## config.mk

```make
export PLATFORM = sky130hd
export DESIGN_NAME = clken_channel_gen
export DESIGN_NICKNAME = d
export VERILOG_FILES = /design/src/rtl/clken_channel_gen_pkg.sv /design/src/rtl/clken_channel_gen_accum.sv /design/src/rtl/clken_channel_gen.sv
export SDC_FILE = /design/constraint.sdc
export NUM_CORES = 1
export LEC_CHECK = 0
export CAP_MARGIN = 20
export CORE_ASPECT_RATIO = 0.9
export CORE_MARGIN = 2
export CORE_UTILIZATION = 51
export DETAILED_ROUTE_END_ITERATION = 10
export PLACE_DENSITY = 0.82
export SYNTH_ARGS = -nofsm -noshare
export SYNTH_HDL_FRONTEND = slang
export SYNTH_SLANG_ARGS = --single-unit
```

## constraint.sdc

```tcl
create_clock -name clock -period 3.8 [get_ports clock]
set_clock_uncertainty 0.2 [all_clocks]
set_input_delay 0.95 -clock clock [delete_from_list [all_inputs] [get_ports clock]]
set_output_delay 0.95 -clock clock [all_outputs]
set_load 0.01 [all_outputs]
```

## src/rtl/clken_channel_gen_pkg.sv

```systemverilog
// Shared types and constants for the clock-enable / reset-sequencing generator.
// Holds the sequencer state encoding, the lock-loss filter length and counter width helpers.
package clken_pkg;

    typedef enum logic [1:0] {
        WAIT_LOCK = 2'd0,
        HOLD      = 2'd1,
        RELEASE   = 2'd2,
        RUN       = 2'd3
    } state_e;

    // Consecutive low cycles of the synchronised lock before it counts as lost.
    localparam int unsigned LOCK_FILTER_LEN = 4;

    // Bits needed to count 0..n-1; never narrower than one bit.
    function automatic int unsigned cnt_w(input int unsigned n);
        return (n <= 1) ? 1 : $clog2(n);
    endfunction

endpackage

```

## src/rtl/clken_channel_gen_accum.sv

```systemverilog
// One channel's phase accumulator: loads its initial phase while held in reset,
// otherwise adds the increment every cycle and registers the carry as the enable pulse.
module clken_accum #(
    parameter int unsigned ACC_W = 16
) (
    input  logic             clock,
    input  logic             reset,
    input  logic             load_i,
    input  logic             kill_i,
    input  logic [ACC_W-1:0] inc_i,
    input  logic [ACC_W-1:0] phase_i,
    output logic             en_o
);

    logic [ACC_W-1:0] acc_q, acc_d;
    logic             en_q, en_d;
    logic [ACC_W:0]   sum;

    assign sum = {1'b0, acc_q} + {1'b0, inc_i};

    // kill_i lets the enable drop on the same edge the channel re-enters reset.
    always_comb begin
        acc_d = sum[ACC_W-1:0];
        en_d  = sum[ACC_W];
        if (load_i) begin
            acc_d = phase_i;
            en_d  = 1'b0;
        end
        if (kill_i) begin
            en_d = 1'b0;
        end
    end

    always_ff @(posedge clock or posedge reset) begin
        if (reset) begin
            acc_q <= '0;
            en_q  <= 1'b0;
        end else begin
            acc_q <= acc_d;
            en_q  <= en_d;
        end
    end

    assign en_o = en_q;

endmodule

```

## src/rtl/clken_channel_gen.sv

```systemverilog
// Lock-qualified reset sequencer with per-channel fractional-rate clock enables.
// Define CLKEN_LOCK_FILTER_EN to ignore synchronised lock dropouts shorter than LOCK_FILTER_LEN cycles.
module clken_channel_gen
    import clken_pkg::*;
#(
    parameter int unsigned CHANNELS  = 4,
    parameter int unsigned ACC_W     = 16,
    parameter int unsigned LOCK_HOLD = 1024,
    parameter int unsigned STAGGER   = 16
) (
    input  logic                      clock,
    input  logic                      reset,
    input  logic                      pll_locked,
    input  logic [CHANNELS*ACC_W-1:0] inc,
    input  logic [CHANNELS*ACC_W-1:0] phase,
    output logic [CHANNELS-1:0]       rst_out,
    output logic [CHANNELS-1:0]       en_out,
    output logic                      ready
);

    localparam int unsigned HOLD_W = cnt_w(LOCK_HOLD);
    localparam int unsigned STAG_W = cnt_w(STAGGER);
    localparam int unsigned IDX_W  = cnt_w(CHANNELS);
    localparam int unsigned CNT_W  = (HOLD_W > STAG_W) ? HOLD_W : STAG_W;

    localparam logic [CNT_W-1:0] HOLD_LAST  = CNT_W'(LOCK_HOLD - 1);
    localparam logic [CNT_W-1:0] STAG_LAST  = CNT_W'(STAGGER - 1);
    localparam logic [IDX_W-1:0] CHAN_LAST  = IDX_W'(CHANNELS - 1);

    logic [1:0]          sync_q;
    logic                lock_s;
    logic                lock_loss;

    state_e              state_q, state_d;
    logic [CNT_W-1:0]    cnt_q, cnt_d;
    logic [IDX_W-1:0]    idx_q, idx_d;
    logic [CHANNELS-1:0] rst_q, rst_d;

    always_ff @(posedge clock or posedge reset) begin
        if (reset) begin
            sync_q <= 2'b00;
        end else begin
            sync_q <= {sync_q[0], pll_locked};
        end
    end

    assign lock_s = sync_q[1];

`ifdef CLKEN_LOCK_FILTER_EN
    localparam int unsigned FLT_W = cnt_w(LOCK_FILTER_LEN);
    localparam logic [FLT_W-1:0] FLT_LAST = FLT_W'(LOCK_FILTER_LEN - 1);

    logic [FLT_W-1:0] flt_q, flt_d;

    // Saturating count of consecutive low cycles; the next low cycle after saturation is a loss.
    always_comb begin
        flt_d = flt_q;
        if (lock_s) begin
            flt_d = '0;
        end else if (flt_q != FLT_LAST) begin
            flt_d = flt_q + 1'b1;
        end
    end

    always_ff @(posedge clock or posedge reset) begin
        if (reset) begin
            flt_q <= '0;
        end else begin
            flt_q <= flt_d;
        end
    end

    assign lock_loss = !lock_s && (flt_q == FLT_LAST);
`else
    assign lock_loss = !lock_s;
`endif

    always_comb begin
        state_d = state_q;
        cnt_d   = cnt_q;
        idx_d   = idx_q;
        rst_d   = rst_q;

        unique case (state_q)
            WAIT_LOCK: begin
                cnt_d = '0;
                idx_d = '0;
                rst_d = '1;
                if (lock_s) begin
                    state_d = HOLD;
                end
            end
            HOLD: begin
                if (cnt_q == HOLD_LAST) begin
                    state_d  = RELEASE;
                    cnt_d    = '0;
                    idx_d    = '0;
                    rst_d[0] = 1'b0;
                end else begin
                    cnt_d = cnt_q + 1'b1;
                end
            end
            RELEASE: begin
                // The last channel was released on the previous step; one more edge to RUN.
                if (idx_q == CHAN_LAST) begin
                    state_d = RUN;
                    cnt_d   = '0;
                end else if (cnt_q == STAG_LAST) begin
                    cnt_d = '0;
                    idx_d = idx_q + 1'b1;
                    for (int c = 0; c < int'(CHANNELS); c++) begin
                        if (IDX_W'(c) == idx_d) begin
                            rst_d[c] = 1'b0;
                        end
                    end
                end else begin
                    cnt_d = cnt_q + 1'b1;
                end
            end
            RUN: begin
                cnt_d = '0;
            end
            default: begin
                state_d = WAIT_LOCK;
            end
        endcase

        // Lock loss overrides any release step scheduled for the same edge.
        if ((state_q != WAIT_LOCK) && lock_loss) begin
            state_d = WAIT_LOCK;
            cnt_d   = '0;
            idx_d   = '0;
            rst_d   = '1;
        end
    end

    always_ff @(posedge clock or posedge reset) begin
        if (reset) begin
            state_q <= WAIT_LOCK;
            cnt_q   <= '0;
            idx_q   <= '0;
            rst_q   <= '1;
        end else begin
            state_q <= state_d;
            cnt_q   <= cnt_d;
            idx_q   <= idx_d;
            rst_q   <= rst_d;
        end
    end

    assign rst_out = rst_q;
    assign ready   = (state_q == RUN);

    for (genvar g = 0; g < int'(CHANNELS); g++) begin : g_ch
        clken_accum #(
            .ACC_W (ACC_W)
        ) u_accum (
            .clock   (clock),
            .reset   (reset),
            .load_i  (rst_q[g]),
            .kill_i  (rst_d[g]),
            .inc_i   (inc[g*ACC_W +: ACC_W]),
            .phase_i (phase[g*ACC_W +: ACC_W]),
            .en_o    (en_out[g])
        );
    end

endmodule

```

Word-level counts from Yosys, hierarchy flattened
Index checks and enable logic that the tools add are counted.
Widths: inputs -> output; s select.

storage, ports and cells
  register bits after elaboration = 88
  input port bits = 131
  output and inout port bits = 9
  logic and storage cells = 79

cells by class
  add/subtract/negate cells = 6
  equality and inequality tests = 14
  multiplexer cells = 37
  reduce and logical (&&, ||, !) cells = 9

operator list
  kind                   count
  $add 16x16->17         4
  $mux 16                4
  $mux 10                4
  $pmux 10 s3            1
  $mux 2                 8
  $ne 3x3->1 const B     5
  $mux 1                 13
  $mux 4                 3
  $pmux 2 s3             2
  $add 10x1->10 const B  1
  $eq 10x10->1 const B   1
  $eq 10x4->1 const B    1
  $reduce_and 4->1       2
  $eq 2x2->1 const B     3
  $pmux 3 s2             1
  $eq 2x2->1 const A     2
  $logic_not 2->1        2
  $reduce_bool 4->1      1
  $pmux 1 s3             1
  $add 2x1->2 const B    1
  $eq 1x2->1 const A     1
  $eq 2x1->1 const B     1
  $reduce_bool 2->1      1
  $reduce_or 2->1        1
  other kinds (2)        2

Logic depth before layout (Yosys ltp)
Gate-level depths: netlist (run 1).

  word-level depth = 8
  gate-level depth with buffers = 10
  depth with buffers taken out = 10

Hierarchy
From an unflattened synthesis (run 1), not the netlist that was laid out.

unflattened totals
  cell total of the unflattened synthesis = 774
  area total of the unflattened synthesis = 6,916.6 µm²

by module, submodules not included
  module                              times used  cells an instance  area an instance (µm²)  seq. area each (µm²)
  clken_accum at g_ch[1].u_accum ...  3           164                1,435.1                 425.4
  clken_accum at g_ch[0].u_accum      1           169                1,463.9                 425.4
  clken_channel_gen                   1           113                1,147.4                 505.5

Least setup slack after synthesis (run 1)
No wires, ideal clock.

  path type = input to register
  start point = in inc[16]
  end point = reg g_ch[1].u_accum.acc_q[14]
  setup time = 0.131 ns
  data arrival time = 2.740 ns
  slack = 0.728 ns
  stages = 10
  cells stage by stage = ha_1 inv_1 fa_1 nor2b_1 o21ai_0 a21oi_1 o211ai_1 o211ai_1 a2111oi_0 or3_1

on the way
  longest elaborated chain between the ends = 2

RTL lines
  element                        RTL line                       RTL
  start: declaration             clken_channel_gen.sv:14        input logic [CHANNELS*ACC_W-1:0] inc,
  $add 16x16->17                 clken_channel_gen_accum.sv:19  assign sum = {1'b0, acc_q} + {1'b0, inc_i};
  $mux 16                        clken_channel_gen_accum.sv:25  if (load_i) begin
  via g_ch[1].u_accum.acc_d[14]  clken_channel_gen_accum.sv:15  logic [ACC_W-1:0] acc_q, acc_d;
  end signal: assignment         clken_channel_gen_accum.sv:36  acc_q <= '0;
  end signal: assignment         clken_channel_gen_accum.sv:39  acc_q <= acc_d;
  end: declaration               clken_channel_gen_accum.sv:15

The timed path passes the listed nets, and every way through them passes these cells.
A chain may end at the register's enable or synchronous reset.

Worst setup path in the final report (run 1)
Same ends and word-level chain as after synthesis.

==> qor.yml, run 1 <==
drt:
  viasPerCell: 5.61
  firstDrtPassIters: 5
  dr_total_vias: 5550
  wl_per_cell_microns: 15.1
  drc: 0
  drt_iter0_markers: 393
  drt-total-wl_microns: 14900
  ant_nets: 0
critical_path:
  cp.arrival_ns: 3.57
  cp_slowest_cell: "clkdlybuf4s50_1"
  worstPathMaxFanout: 3
  r2r_cells: 10
  crit_end: "g_ch[1].u_accum.acc_q[14]$_DFF_PP0_"
  worstReg2RegStart: "g_ch[1].u_accum.acc_q[0]$_DFF_PP0_"
  cpPeakStageDelay_ns: 0.46
  crit_chain: "clkdlybuf4s50_1, ha_1, inv_1, fa_1, nor2b_1, o21ai_0, a21oi_1, o211ai_1, o211ai_1, a2111oi_0, or3_1"
  worstSetupStartpointType: "input pin"
  critPathTopFamily: "compound AO/OA/AOI/OAI gates"
  critPathCaptureType: "flop"
  critPathMostFrequentCell: "o211ai_1"
  crit_cells: 11
  crit_required_ns: 3.82
  r2r_setup_slack_ns: 0.99
  r2r_end: "g_ch[1].u_accum.acc_q[14]$_DFF_PP0_"
  crit_start: "inc[16]"
  crit_buf_inv: 2
  path_class: "in2reg"
grt:
  antenna_found_initial: 0
  grt_pass1_wl_microns: 24600
  grt_max_degree: 45
  grt-ovfl-total: 0
  grt_usage_pct: 22.9
  grt_pass1_vias: 5481
sta:
  fmax_mhz: 282
  fin_crit_sh_pct: 93.4
  tightest_slew_ns: 0.848
  setup_viol: 0
  finalHoldViolations: 0
  report.final.slew_viol_count: 0
  rsz0062_at_grt: "no"
  maxSlewHeadroom_pct: 43.4
  fin_crit_ns: 3.55
yosys:
  synth_fp_nets: 903
  ys.flop_type: "dfrtp_1"
  synth_seq_cells: 88
  avgSynthCellArea_sq_um: 9.07
  ys_seq_area_share_pct: 35.0
  netlist_instances: 695
  synthArstFlopShare_pct: 100
  synth_edf_count: 0
  synthDistinctLibCells: 57
  yosys_warnings: 0
  netlist_area_sq_um: 6300
place:
  port_buffers: 139
  place.detailed.hpwl_microns: 11100
  gp_congestion: 0.861
  dp.cells: 973
floorplan:
  core_sq_um: 12100
  io_pins: 140
  die_x_microns: 121
  rows: 38
  start_util_pct: 52.2
  die_h_microns: 109
  dieArea_sq_um: 13300
cts:
  cts_hold_buf: 0
  cts-buffers-inserted: 9
  path_clk_slew_ns: 0.06
  clk_path_buf_depth: 2
  clkSinkCount: 88
  insertion_delay_ns: 0.34
  clockRootBuffer: "clkbuf_16"
  htree_levels: 3
  cts_setup_buffers: 0
  cts_tree: "yes"
finish:
  fin_cells: 989
  final.fill_count: 983
  drive_gt1_share_pct: 4.95
  syn_to_final_growth_pct: 29.0
  final_nets: 1032
  n_antenna_cell: 0
power_and_ir_drop:
  irDropWorstVdd_mv: 0.376
  finalPower_mw: 3.45
  pwr_density_cell_nw_per_um2: 425
  p_leak_nw: 3.69
flow_run:
  drv_cap: 0
outcome:
  status: "finished clean"
hold_path:
  hold_path_class: "reg2reg"
==> what timing repair did <==
action | in CTS | in global routing
endpoints found under the hold margin | 0 | 0
endpoints found under the setup margin | 0 | 1
resized for setup | 0 | 1
==> flip-flops by register name, summed over array words and instances, names as in the netlist <==
register,cells
rst_out,4
g_ch.u_accum.acc_q,64
g_ch.u_accum.en_o,4
cnt_q,10
state_q,2
sync_q,2
idx_q,2
==> worst min path at each step <==
stage	start	endpoint	slack, ns	cells past startpoint
3_5_place_dp	sync_q[0]$_DFF_PP0_	sync_q[1]$_DFF_PP0_	0.15	0
6_report	sync_q[0]$_DFF_PP0_	sync_q[1]$_DFF_PP0_	0.16	0
2_1_floorplan	sync_q[0]$_DFF_PP0_	sync_q[1]$_DFF_PP0_	0.13	0
3_3_place_gp	sync_q[0]$_DFF_PP0_	sync_q[1]$_DFF_PP0_	0.15	0
4_1_cts	sync_q[0]$_DFF_PP0_	sync_q[1]$_DFF_PP0_	0.17	0
5_1_grt	sync_q[0]$_DFF_PP0_	sync_q[1]$_DFF_PP0_	0.18	0
==> per-layer routing <==
metal	GRT usage, %	vias up	share of wire (%)	routed length, microns
met5	0	-	0	0
met4	7.22	0	1.2	180
met3	4.72	15	4.8	718
met2	40.6	149	49	7340
met1	28.2	2648	45	6660
li1	-	2738	-	-
==> final cells by class <==
cell class / instances / area [sq um] / area share [%]
Multi-Input combinational cell: 550 / 3840 / 47.3
Sequential cell: 88 / 2210 / 27.1
Timing Repair Buffer: 144 / 1440 / 17.7
Clock buffer: 14 / 284 / 3.49
Tap cell: 160 / 200 / 2.46
Inverter: 31 / 118 / 1.45
Clock inverter: 2 / 35.0 / 0.431
==> Yosys cell counts (3+ instances only) <==
cell type  count  share of area (%)
nand4_1        4               0.40
a21o_1        21                2.5
ha_1          73                 14
o21ai_0       85                6.8
nor2_1        39                2.3
nand2b_1      11                1.1
and4_1         5               0.69
nand2_1       80                4.8
nor3b_1        6               0.71
a41o_1         3               0.48
o31ai_1        6               0.71
a31oi_1        4               0.40
fa_1           4                1.3
inv_1         31                1.8
dfstp_2        4                1.7
xnor2_1       17                2.4
a21oi_1       40                3.2
a211oi_1       9                1.1
o211ai_1       4               0.48
nand3_1       13                1.0
o21a_1         8               0.95
buf_4          8               0.95
a2111oi_0      3               0.42
mux2_2         6                1.1
or3_1          3               0.30
o31a_1         3               0.42
clkbuf_1      17                1.0
and3_1         7               0.69
o21bai_1       5               0.60
xor2_1        37                5.1
nor2b_1       11                1.1
a21boi_0       3               0.36
nor3_1         7               0.56
dfrtp_1       84                 33
a31o_2         4               0.56
==> through the flow <==
step                TNS [ns]  util, %  cell area (sq um)  hold slack [ns]  setup WS (ns)
finish                     0     67.3               8130            0.160          0.250
global route               0     67.3               8130            0.183         0.0314
CTS                        0     67.3               8130            0.165          0.273
detailed placement    -0.117     64.7               7810            0.149        -0.0553
global placement           0     64.7               7810            0.150         0.0711
floorplan                  0        -               6300            0.131          0.378
==> logic make-up (layout without fill, tap and decap cells) <==
kind of cell    Yosys count  after routing  synth area share, %
mux                       7              7                 1.23
compound gates          220            220                 22.2
simple gates            192            192                 14.3
flops                    88             88                 35.0
fa+ha+maj                77             77                 15.8
xor+xnor                 54             54                 7.50
buf+inv                  57            191                 3.99
==> layout by cell type (no fill, tap or decap), types with 7 or more instances in the layout <==
cell type        count
clkbuf_16            9
a21o_1              21
and3_1               7
nand2b_1            11
dfrtp_1             84
xnor2_1             17
nand3_1             13
o21ai_0             85
nor3_1               7
nand2_1             80
ha_1                73
a211oi_1             9
clkdlybuf4s50_1    139
o21a_1               8
inv_1               30
a21oi_1             40
nor2b_1             11
xor2_1              37
nor2_1              39
==> power by group <==
part	total (mW)	internal (mW)	switching (mW)
clock	0.952	0.581	0.371
combinational	1.38	0.636	0.742
sequential	1.12	1.06	0.0625
==> worst reg2reg max path, delay by kind of cell (launching register included) <==
family,cells,cell delay (ns)
AOI/OAI and AO/OA,5,1.03
adders and majority gates,2,0.59
and+or+nand+nor,2,0.47
DFF,1,0.34
buffers and inverters,1,0.07
Power figures use the tool's default switching activity.
==> run 2, diff against run 1 <==
--- a/config.mk
+++ b/config.mk
@@ -10,6 +10,7 @@
 export CORE_MARGIN = 2
 export CORE_UTILIZATION = 51
 export DETAILED_ROUTE_END_ITERATION = 10
+export MAX_ROUTING_LAYER = met4
 export PLACE_DENSITY = 0.82
 export SYNTH_ARGS = -nofsm -noshare
 export SYNTH_HDL_FRONTEND = slang
==> run 2 against run 1 <==
Net effect: routed wire length fell by 0.32%; final cell count did not move; non-clock buffer count did not move; worst hold slack improved by 0.0039 ns; die area did not move; global-route usage rose by 0.70 points; flip-flop and latch count did not move; utilization did not move; largest cell class unchanged.
==> qor.yml, run 2 (same netlist as run 1, synthesis figures left out) <==
sta:
  report.final.slew_viol_count: 0  # unchanged
  setup_viol: 0  # unchanged
  finalHoldViolations: 0  # unchanged
  fin_tns_setup_ns: 0  # unchanged
  setup_slack_ns: 0.251  # +0.00109 ns
  tightest_slew_ns: 0.848  # +0.000137 ns
  fin_crit_sh_pct: 93.4  # about the same
  fin_crit_ns: 3.55  # -0.00109 ns
  rsz0062_at_grt: "no"
  fmax_mhz: 282  # about the same
  maxSlewHeadroom_pct: 43.4  # about the same
drt:
  wl_per_cell_microns: 15.0  # -0.32%
  ant_nets: 0  # unchanged
  firstDrtPassIters: 5  # unchanged
  drt_iter0_markers: 405  # +3.1%
  dr_total_vias: 5540  # -0.18%
  drt-total-wl_microns: 14900  # -0.32%
  drc: 0  # unchanged
  viasPerCell: 5.60  # -0.18%
grt:
  grt_pass1_wl_microns: 24700  # +0.14%
  antenna_found_initial: 0  # unchanged
  grt_max_degree: 45  # unchanged
  grt_usage_pct: 23.6  # +0.70 points
  grt-ovfl-total: 0  # unchanged
  grt_pass1_vias: 5473  # -0.15%
critical_path:
  path_class: "in2reg"
  worstSetupStartpointType: "input pin"
  cp.arrival_ns: 3.57  # about the same
  crit_required_ns: 3.82  # about the same
  worstPathMaxFanout: 3  # unchanged
  critPathCaptureType: "flop"
cts:
  insertion_delay_ns: 0.34  # about the same
  cts_hold_buf: 0  # unchanged
  clkSinkCount: 88  # unchanged
  cts-buffers-inserted: 9  # unchanged
  cts_tree: "yes"
  clockRootBuffer: "clkbuf_16"
  path_clk_slew_ns: 0.06  # about the same
  clk_path_buf_depth: 2  # unchanged
  htree_levels: 3  # unchanged
finish:
  stdcell_area_sq_um: 8130  # unchanged
  top_regs: "g_ch.u_accum.acc_q x64, cnt_q x10"
  largest_register_ffs: 64  # unchanged
  final_common_cell: "clkdlybuf4s50_1"
  syn_to_final_growth_pct: 29.0  # unchanged
  drive_gt1_share_pct: 4.95  # unchanged
  final_cell_mix: "139 x clkdlybuf4s50_1, 85 x o21ai_0, 84 x dfrtp_1"
  top_register: "g_ch.u_accum.acc_q"
  final_nets: 1032  # unchanged
  n_antenna_cell: 0  # unchanged
place:
  placed_area_sq_um: 7810  # unchanged
  port_buffers: 139  # unchanged
  place.detailed.hpwl_microns: 11100  # unchanged
  gp_congestion: 0.874  # +1.6%
  post-place-ws_ns: -0.0553  # unchanged
power_and_ir_drop:
  pwr_density_cell_nw_per_um2: 424  # about the same
  p_leak_nw: 3.69  # unchanged
  finalPower_mw: 3.45  # about the same
  irDropWorstVdd_mv: 0.376  # +0.20%
floorplan:
  start_util_pct: 52.2  # unchanged
  rows: 38  # unchanged
  die_h_microns: 109  # unchanged
  io_pins: 140  # unchanged
  dieArea_sq_um: 13300  # unchanged
  core_sq_um: 12100  # unchanged
  die_x_microns: 121  # unchanged
outcome:
  status: "finished clean"
flow_run:
  drv_cap: 0  # unchanged
hold_path:
  hold_path_class: "reg2reg"
## run 2: cell counts in the layout (fill, tap and decap cells not counted)
No cell type changed its count.
## run 2: layer usage
| metal | up-vias | wire, microns | track usage, % |
|---|---|---|---|
| met5 | - | 0 | - |
| met4 | 0 | 221 | 7.22 |
| met3 | 24 | 674 | 4.51 |
| met2 | 153 | 7320 | 40.5 |
| met1 | 2624 | 6640 | 28.5 |
| li1 | 2739 | - | - |
## run 2: path summary, 6_finish.rpt
path,start,end,slack (ns),cells after the start
min in group asynchronous,reset,g_ch[1].u_accum.en_o$_DFF_PP0_,0.88,2
worst min-delay path,sync_q[0]$_DFF_PP0_,sync_q[1]$_DFF_PP0_,0.16,0
worst max-delay path,inc[16],g_ch[1].u_accum.acc_q[14]$_DFF_PP0_,0.25,11
worst max register to register,g_ch[1].u_accum.acc_q[0]$_DFF_PP0_,g_ch[1].u_accum.acc_q[14]$_DFF_PP0_,0.99,10
max in group asynchronous,reset,rst_out[0]$_DFF_PP1_,1.80,3
worst min register to register,sync_q[0]$_DFF_PP0_,sync_q[1]$_DFF_PP0_,0.16,0
## run 2: repair_timing
item,CTS,global route
setup buffers,0,0
setup endpoints to repair,0,1
resized for setup,0,1
## run 2: through the flow
step / utilization (%) / instances / hold WS, ns
floorplan: - / 695 / 0.131
global placement: 64.7 / 973 / 0.150
detailed placement: 64.7 / 973 / 0.149
CTS: 67.3 / 989 / 0.165
global route: 67.3 / 989 / 0.186
finish: 67.3 / 989 / 0.164
## run 2: report_power, final
part / total (mW) / switching [mW] / internal [mW]
clock network: 0.951 / 0.370 / 0.581
logic: 1.38 / 0.742 / 0.636
registers: 1.12 / 0.0610 / 1.06
## run 2: final cells by class
| class | instances | area, sq um |
|---|---|---|
| clock buffer | 14 | 284 |
| clock inverter | 2 | 35.0 |
| fill | 983 | 3950 |
| inverter | 31 | 118 |
| multi-input combinational | 550 | 3840 |
| sequential | 88 | 2210 |
| tap | 160 | 200 |
| timing repair buffer | 144 | 1440 |
## run 2: worst max-delay path: stages
cell and delay (ns):
clkdlybuf4s50_1 0.46, ha_1 0.18, inv_1 0.07, fa_1 0.41, nor2b_1 0.12, o21ai_0 0.11
a21oi_1 0.25, o211ai_1 0.20, o211ai_1 0.31, a2111oi_0 0.16, or3_1 0.35
==> patch: new RTL, flow settings as in run 2 <==
Build with the macro `CLKEN_LOCK_FILTER_EN` defined.
--- a/src/rtl/clken_channel_gen.sv
+++ b/src/rtl/clken_channel_gen.sv
@@ -1,5 +1,7 @@
 // Lock-qualified reset sequencer with per-channel fractional-rate clock enables.
 // Define CLKEN_LOCK_FILTER_EN to ignore synchronised lock dropouts shorter than LOCK_FILTER_LEN cycles.
+`define CLKEN_LOCK_FILTER_EN
+
 module clken_channel_gen
     import clken_pkg::*;
 #(
Function: same outputs for any inputs over 10 cycles, from zero or initial values and one cycle with reset high; that may be too few to reach the edited logic, so the function may still have changed.
==> patch against run 2 <==
  * Maximum frequency increased by 0.38%
  * Synthesized area increased by 2.5%
  * Design area increased by 1.8%
  * Total power is 4.9% higher
  * Critical path depth is the same
  * Clock power shrank 14%
  * Setup slack better by 0.014 ns
  * Wire length increased by 1.8%
  * Sequential power up 11%
  * Sequential cell count up 2
  * Global-route usage is essentially flat
  * Core utilization is 0.39 points higher
  * Critical path type unchanged
  * Largest power group unchanged
==> patch: results <==
export IMPL_syn_num_nets=931
export IMPL_core_um2=12220
export IMPL_leakage_nw=3.784
export IMPL_grt_use_total=0.2367
export IMPL_instances_no_fill=1022
export IMPL_muxShareOfSynthArea=0.01027
export IMPL_syn_inst=722
export IMPL_synth_area_leaders="dfrtp_1 (33%), ha_1 (14%), o21ai_0 (6.4%), nand2_1 (5.1%), xor2_1 (4.5%)"
export IMPL_synthXorXnorAreaFrac=0.06782
export IMPL_cp_data_arrival_time_ns=3.55
export IMPL_synth_fa_ha_area_frac=0.1558
export IMPL_areaGrowthSynthToFinish_pct=28.13
export IMPL_status="finished, final reports clean"
export IMPL_nets=1067
export IMPL_final_nonclk_buf_share=0.1787
export IMPL_crit_path_max_incr_delay_ns=0.48
export IMPL_layout_min_cycle_time_ns=3.535
export IMPL_ys_seq_area_frac=0.3495
export IMPL_whs_ns=0.1597
export IMPL_clkCellAreaFrac=0.03115
export IMPL_multiInputGateArea_um2=3948
export IMPL_num_nonclk_buffers=149
export IMPL_viasPerCell=5.569
export IMPL_grt_first_pass_wirelength_um=25540
export IMPL_fillers=981
export IMPL_gp_congestion=0.9094
export IMPL_dpl_instance_area_um2=8016
export IMPL_yosys_top_cells_count="nand2_1 (88), dfrtp_1 (86), o21ai_0 (82)"
export IMPL_drive_above_1_share=0.04640
export IMPL_synth_compound_area_frac=0.2141
-- patch: cell types whose count changed after synthesis, sizes merged, moves of 4 or more --
cell	run 2	this run
nor3	7	11
a41o	4	0
a21oi	40	36
o21a	8	13
o211ai	4	9
nand2	80	88
nor2	39	46
inv	31	35
o31ai	6	11
and4	5	1
xor2	37	33
-- patch: routing by layer --
| layer | share of wire | GRT usage | up-vias |
|---|---|---|---|
| met2 | 0.51 | 0.3967 | 154 |
| met3 | 0.044 | 0.04681 | 22 |
| met5 | 0 | - | - |
| met1 | 0.43 | 0.2838 | 2660 |
| li1 | - | - | 2856 |
| met4 | 0.016 | 0.07816 | 0 |
-- patch: power by group --
part | leakage, nW | internal, mW | switching, mW | total, mW
Clock | 0.124 | 0.459 | 0.358 | 0.818
Combinational | 2.57 | 0.750 | 0.813 | 1.56
Sequential | 1.09 | 1.12 | 0.120 | 1.24
Total | 3.78 | 2.33 | 1.29 | 3.62
